--- src/rtl/sl_bus_arbiter.sv ---
// Round-robin arbiter for the shared slave output bus feeding the UART TX path.
// One frame-long grant at a time, with a high-priority class mask and a grant watchdog.
module sl_bus_arbiter #(
    parameter int NUM_DEV = 7,
    parameter int IDX_W   = 3,
    parameter int TIMEOUT = 65535,
    parameter int CNT_W   = 16
) (
    input  logic               clk,
    input  logic               rst,
    input  logic [NUM_DEV-1:0] req,
    input  logic [NUM_DEV-1:0] hp_mask,
    input  logic               tx_idle,
    output logic [NUM_DEV-1:0] grant,
    output logic [IDX_W-1:0]   grant_idx,
    output logic               busy,
    output logic               timeout_evt,
    output logic [IDX_W-1:0]   timeout_idx
);

    typedef enum logic [1:0] {
        IDLE  = 2'd0,
        GRANT = 2'd1,
        GAP   = 2'd2
    } state_t;

    localparam bit               WDOG_EN  = (TIMEOUT != 0);
    localparam logic [CNT_W-1:0] CNT_LAST = WDOG_EN ? CNT_W'(TIMEOUT - 1) : '0;
    localparam logic [CNT_W-1:0] CNT_MAX  = '1;

    state_t             state_q, state_d;
    logic [NUM_DEV-1:0] grant_q, grant_d;
    logic [IDX_W-1:0]   grantIdx_q, grantIdx_d;
    logic               busy_q, busy_d;
    logic               timeoutEvt_q, timeoutEvt_d;
    logic [IDX_W-1:0]   timeoutIdx_q, timeoutIdx_d;
    logic [IDX_W-1:0]   rrPtr_q, rrPtr_d;
    logic [NUM_DEV-1:0] lockout_q, lockout_d;
    logic [CNT_W-1:0]   cnt_q, cnt_d;

    logic [NUM_DEV-1:0] elig;
    logic [NUM_DEV-1:0] hpElig;
    logic [NUM_DEV-1:0] cand;
    logic [NUM_DEV-1:0] lockSet;
    logic               found;
    logic [IDX_W-1:0]   winIdx;

    // Index base+offs modulo NUM_DEV, for offs in 0..NUM_DEV.
    function automatic logic [IDX_W-1:0] wrapInc(input logic [IDX_W-1:0] base, input int offs);
        int sum;
        sum = int'(base) + offs;
        if (sum >= NUM_DEV) begin
            sum = sum - NUM_DEV;
        end
        return sum[IDX_W-1:0];
    endfunction

    assign elig   = req & ~lockout_q;
    assign hpElig = elig & hp_mask;
    assign cand   = (hpElig != '0) ? hpElig : elig;

    always_comb begin
        found  = 1'b0;
        winIdx = '0;
        for (int k = 0; k < NUM_DEV; k++) begin
            if (!found && cand[wrapInc(rrPtr_q, k)]) begin
                found  = 1'b1;
                winIdx = wrapInc(rrPtr_q, k);
            end
        end
    end

    always_comb begin
        state_d      = state_q;
        grant_d      = grant_q;
        grantIdx_d   = grantIdx_q;
        busy_d       = busy_q;
        timeoutEvt_d = 1'b0;
        timeoutIdx_d = timeoutIdx_q;
        rrPtr_d      = rrPtr_q;
        cnt_d        = cnt_q;
        lockSet      = '0;

        case (state_q)
            IDLE: begin
                grant_d = '0;
                busy_d  = 1'b0;
                if (tx_idle && found) begin
                    grant_d[winIdx] = 1'b1;
                    grantIdx_d      = winIdx;
                    busy_d          = 1'b1;
                    cnt_d           = '0;
                    rrPtr_d         = wrapInc(winIdx, 1);
                    state_d         = GRANT;
                end
            end
            GRANT: begin
                // A falling request takes precedence over a coincident watchdog expiry.
                if (!req[grantIdx_q]) begin
                    grant_d = '0;
                    busy_d  = 1'b0;
                    state_d = GAP;
                end else if (WDOG_EN && (cnt_q >= CNT_LAST)) begin
                    grant_d             = '0;
                    busy_d              = 1'b0;
                    timeoutEvt_d        = 1'b1;
                    timeoutIdx_d        = grantIdx_q;
                    lockSet[grantIdx_q] = 1'b1;
                    state_d             = GAP;
                end else if (cnt_q != CNT_MAX) begin
                    cnt_d = cnt_q + CNT_W'(1);
                end
            end
            GAP: begin
                grant_d = '0;
                busy_d  = 1'b0;
                state_d = IDLE;
            end
            default: begin
                grant_d = '0;
                busy_d  = 1'b0;
                state_d = IDLE;
            end
        endcase
    end

    // A locked-out requester is released as soon as it drops its request.
    assign lockout_d = (lockout_q & req) | lockSet;

    always_ff @(posedge clk) begin
        if (rst) begin
            state_q      <= IDLE;
            grant_q      <= '0;
            grantIdx_q   <= '0;
            busy_q       <= 1'b0;
            timeoutEvt_q <= 1'b0;
            timeoutIdx_q <= '0;
            rrPtr_q      <= '0;
            lockout_q    <= '0;
            cnt_q        <= '0;
        end else begin
            state_q      <= state_d;
            grant_q      <= grant_d;
            grantIdx_q   <= grantIdx_d;
            busy_q       <= busy_d;
            timeoutEvt_q <= timeoutEvt_d;
            timeoutIdx_q <= timeoutIdx_d;
            rrPtr_q      <= rrPtr_d;
            lockout_q    <= lockout_d;
            cnt_q        <= cnt_d;
        end
    end

    assign grant       = grant_q;
    assign grant_idx   = grantIdx_q;
    assign busy        = busy_q;
    assign timeout_evt = timeoutEvt_q;
    assign timeout_idx = timeoutIdx_q;

    // Structural invariants of the grant outputs.
    aGrantOneHot: assert property (@(posedge clk) disable iff (rst) $onehot0(grant_q));
    aBusyMatches: assert property (@(posedge clk) disable iff (rst) busy_q == (|grant_q));
    aIdxMatches:  assert property (@(posedge clk) disable iff (rst) busy_q |-> grant_q[grantIdx_q]);

endmodule

--- config.mk ---
export PLATFORM = sky130hd
export DESIGN_NAME = sl_bus_arbiter
export DESIGN_NICKNAME = d
export VERILOG_FILES = /design/src/rtl/sl_bus_arbiter.sv
export SDC_FILE = /design/constraint.sdc
export NUM_CORES = 1
export LEC_CHECK = 0
export CORE_AREA = 2 2 79 157
export DETAILED_ROUTE_END_ITERATION = 16
export DIE_AREA = 0 0 81 159
export GPL_TIMING_DRIVEN = 0
export PLACE_DENSITY = 0.53
export SYNTH_ARGS = -nofsm -noshare
export SYNTH_HDL_FRONTEND = slang
export SYNTH_SLANG_ARGS = --single-unit
--- constraint.sdc ---
create_clock -name clk -period 4.6 [get_ports clk]
set_input_delay 0.46 -clock clk [delete_from_list [all_inputs] [get_ports clk]]
set_output_delay 0.46 -clock clk [all_outputs]
set_load 0.1 [all_outputs]
==> summary.md <==
| Metric | Value |
|---|---|
| Final ANT Viol Nets | 0 |
| Critical path arrival | between 4 and 5 ns |
| Layout cells sized above 1 | 0.150 |
| Sink Count | 43 |
| Critical path launch point type | flip-flop |
| Syn Inst Count | 427 |
| Worst Tran Pin Value | 0.977 ns |
| Outcome | finished, final reports clean |
| Row count | 56 |
| Starting density of the core | 0.306 |
| Synth area leader | dfxtp_1 |
| Reg2reg setup slack | 0.15 ns |
| Largest net degree at the start of global routing | 14 |
| Routed length per instance | 18.2 µm |
| Register bit total from synthesis | between 40 and 50 |
| Initial antenna violation count | 0 |
| Ports | 32 |
| Worst-path cell chain | inv_1, ha_1, inv_1, fa_2, mux2i_4, mux2i_1, a211oi_1, o2bb2ai_2, and3b_2, o31ai_1, o221a_2, nor2_4, ha_1, xnor2_1, a2111o_1, o31ai_1 |
| Core area | between 10000 and 15000 µm² |
| CP max FO | 10 |
| Synth warnings | 0 |
| Post-synth top area share | 0.242 |
| Highest-delay cell along the critical path | dfxtp_2 |
| Worst path bufs/invs | 2 |
| Synth Cell Area | 3550 µm² |
| Clk pin slew, worst setup/hold paths | ~0.06 ns |
| CP Class | flip-flop to flip-flop |
| Routability Congestion | 0.930 |
| Iter 0 DRT Violations | 208 |
| Register-to-Register Path Depth | 16 |
| Vias in the first global route | 3492 |
| Setup violators final | 0 |
| Most used DFF post-synth | dfxtp_1 |
| Top-count cell post-synth | nor2_1 |
| Max-cap violations | 0 |
| Max-slew headroom | 0.347 |
| Setup TNS | 0 ns |
| Clock Path Buffers | 2 |
| Seq/Total Area, Yosys | 0.242 |
| Number of synthesized flops with an enable pin | 0 |
| Total Power | 2.63 mW |
| Port-buffer cells | 30 |
| Pre-Repair DR Iteration Count | 4 |
| Worst setup endpoint | rrPtr_q[0]$_SDFFE_PP0P_ |
| Crit-path max cell delay | 0.48 ns |
| Worst path required time | ~4.8 ns |
| Crit. Startpoint | rrPtr_q[1]$_SDFFE_PP0P_ |
| Antenna Cells | 0 |
| Static Leak | roughly 1.6 nW |
| Worst hold path class | flip-flop to flip-flop |
| Fin area | 4360 µm² |
| Grt ovf | 0 |
| Syn nets | 459 |
| Clock Skews | approximately 0.0055 ns |
| CTS root buf | clkbuf_16 |
| Top cells by count, synth | nor2_1 (51), dfxtp_1 (43), nand2_1 (28) |
| Slew Limit Fails | 0 |
| Asr flop ratio synth | 0 |
| Via count | approximately 3400 |
| Drt drc | 0 |
| RR Endpoint | rrPtr_q[0]$_SDFFE_PP0P_ |
| Crit-path leading delay family | compound AO/OA/AOI/OAI gates |
| Syn Area/Cell | about 8.3 µm² |
| Num CTS Buffers | 5 |
| Final WS setup | 0.147 ns |
| Maximum VDD drop | 0.353 mV |
| DP Worst Slack | -0.437 ns |
| Max Fclk | 0.225 GHz |
| Placed inst area | 4040 µm² |
| Fin crit period | 4.45 ns |
| Number of library cell types mapped by synthesis | 83 |
| Chip Width | around 80 µm |
| Worst reg2reg startpoint | rrPtr_q[1]$_SDFFE_PP0P_ |
| Via density | around 5.6 |
| Worst skew pair latency | between 0.2 and 0.3 ns |
| CTS tree | built |
| Total Die Area | 12900 µm² |
| CTS Hold Bufs | 0 |
| Post-DP HPWL | 9.01 mm |
| Die H | 159 µm |
| Routed WL | roughly 11 mm |
| Pwr/cell area | 604 nW/µm² |
| H-tree levels | 2 |
| Crit. End Element | flip-flop |
| Area delta synth->final | 22.6% |
| Largest cells by area after synthesis | dfxtp_1 (24%), nor2_1 (5.4%), ha_1 (4.9%) |
| Fin crit share | 0.968 |
| WP depth | 16 |
| Layout Nets | roughly 500 |
| Global Route Usage Sum | 0.179 |
| First-pass GRT wire length | 17.7 mm |
| Final Hold Vio Count | 0 |
==> layer usage <==
layer	track usage	vias up	part of all wire
met5	0	-	0
met4	0.111	0	0.063
li1	-	1694	-
met3	0.0130	31	0.022
met2	0.343	88	0.57
met1	0.176	1633	0.35
==> per-stage QoR <==
step,std cells,utilization,hold slack [ns]
after floorplan,427,-,0.451
after global routing,612,0.374,0.500
after detailed placement,602,0.347,0.458
after CTS,612,0.369,0.482
after global placement,602,0.347,0.467
final,612,0.374,0.476
==> cells in the final DEF, fill, tap and decap left out, types with 10 or more instances in the layout <==
cell	instances
nand3_1	23
ha_1	13
nand2_1	28
nor3_1	13
xor2_1	10
clkdlybuf4s50_1	30
a21oi_1	16
nand2b_1	11
mux2i_1	12
dfxtp_1	40
xnor2_1	15
nor2_1	50
==> registers in the layout, summed over array words and instances (netlist names) <==
| register | count |
|---|---|
| cnt_q | 16 |
| grant | 7 |
| lockout_q | 7 |
| grant_idx | 3 |
| rrPtr_q | 3 |
| timeout_idx | 3 |
| state_q | 2 |
| busy | 1 |
| timeout_evt | 1 |
==> report_power, final <==
part	switching, mW	internal [mW]
sequential	0.0445	0.422
combinational	1.11	0.599
clock	0.142	0.311
==> worst min-delay path by stage <==
| stage | cells past startpoint | end | slack, ns | start |
|---|---|---|---|---|
| 2_1_floorplan | 2 | cnt_q[15]$_SDFFE_PP0P_ | 0.45 | cnt_q[15]$_SDFFE_PP0P_ |
| 3_3_place_gp | 1 | grant[3]$_SDFFE_PP0P_ | 0.47 | grant[3]$_SDFFE_PP0P_ |
| 3_5_place_dp | 1 | grant[0]$_SDFFE_PP0P_ | 0.46 | grant[0]$_SDFFE_PP0P_ |
| 4_1_cts | 1 | grant[0]$_SDFFE_PP0P_ | 0.48 | grant[0]$_SDFFE_PP0P_ |
| 5_1_grt | 1 | grant[5]$_SDFFE_PP0P_ | 0.50 | grant[5]$_SDFFE_PP0P_ |
| 6_report | 1 | busy$_SDFFE_PP0P_ | 0.48 | busy$_SDFFE_PP0P_ |
==> cells by family (layout without fill, tap and decap cells) <==
kind of cell / after synthesis / count (layout) / synth area share
and+or+nand+nor: 194 / 194 / 0.305
buffers and inverters: 21 / 61 / 0.0278
adders and majority gates: 15 / 15 / 0.0549
xor gates and xnor gates: 28 / 28 / 0.0690
AOI/OAI and AO/OA: 104 / 104 / 0.231
DFF: 43 / 43 / 0.242
muxes: 22 / 22 / 0.0704
==> area by class of cell <==
cell class	instances	area, µm²
fill	1245	7280
multi-input combinational	363	2700
sequential	43	865
timing repair buffer	32	315
tap	145	181
clock buffer	6	129
buffer	12	67.6
clock inverter	2	60.1
inverter	9	36.3
==> worst register-to-register path: stages, from the launching register on <==
cell	delay (ns)
dfxtp_2	0.48
inv_1	0.21
ha_1	0.24
inv_1	0.07
fa_2	0.32
mux2i_4	0.38
mux2i_1	0.24
a211oi_1	0.13
o2bb2ai_2	0.35
and3b_2	0.25
o31ai_1	0.42
o221a_2	0.35
nor2_4	0.08
ha_1	0.19
xnor2_1	0.15
a2111o_1	0.43
o31ai_1	0.07
==> repair_timing <==
action,4_1_cts,5_1_grt
buffers inserted,2,0
gates resized for setup,10,14
pin swaps,0,1
endpoints found under the setup margin,5,9
No activity file was read; power rests on OpenSTA's default activity.
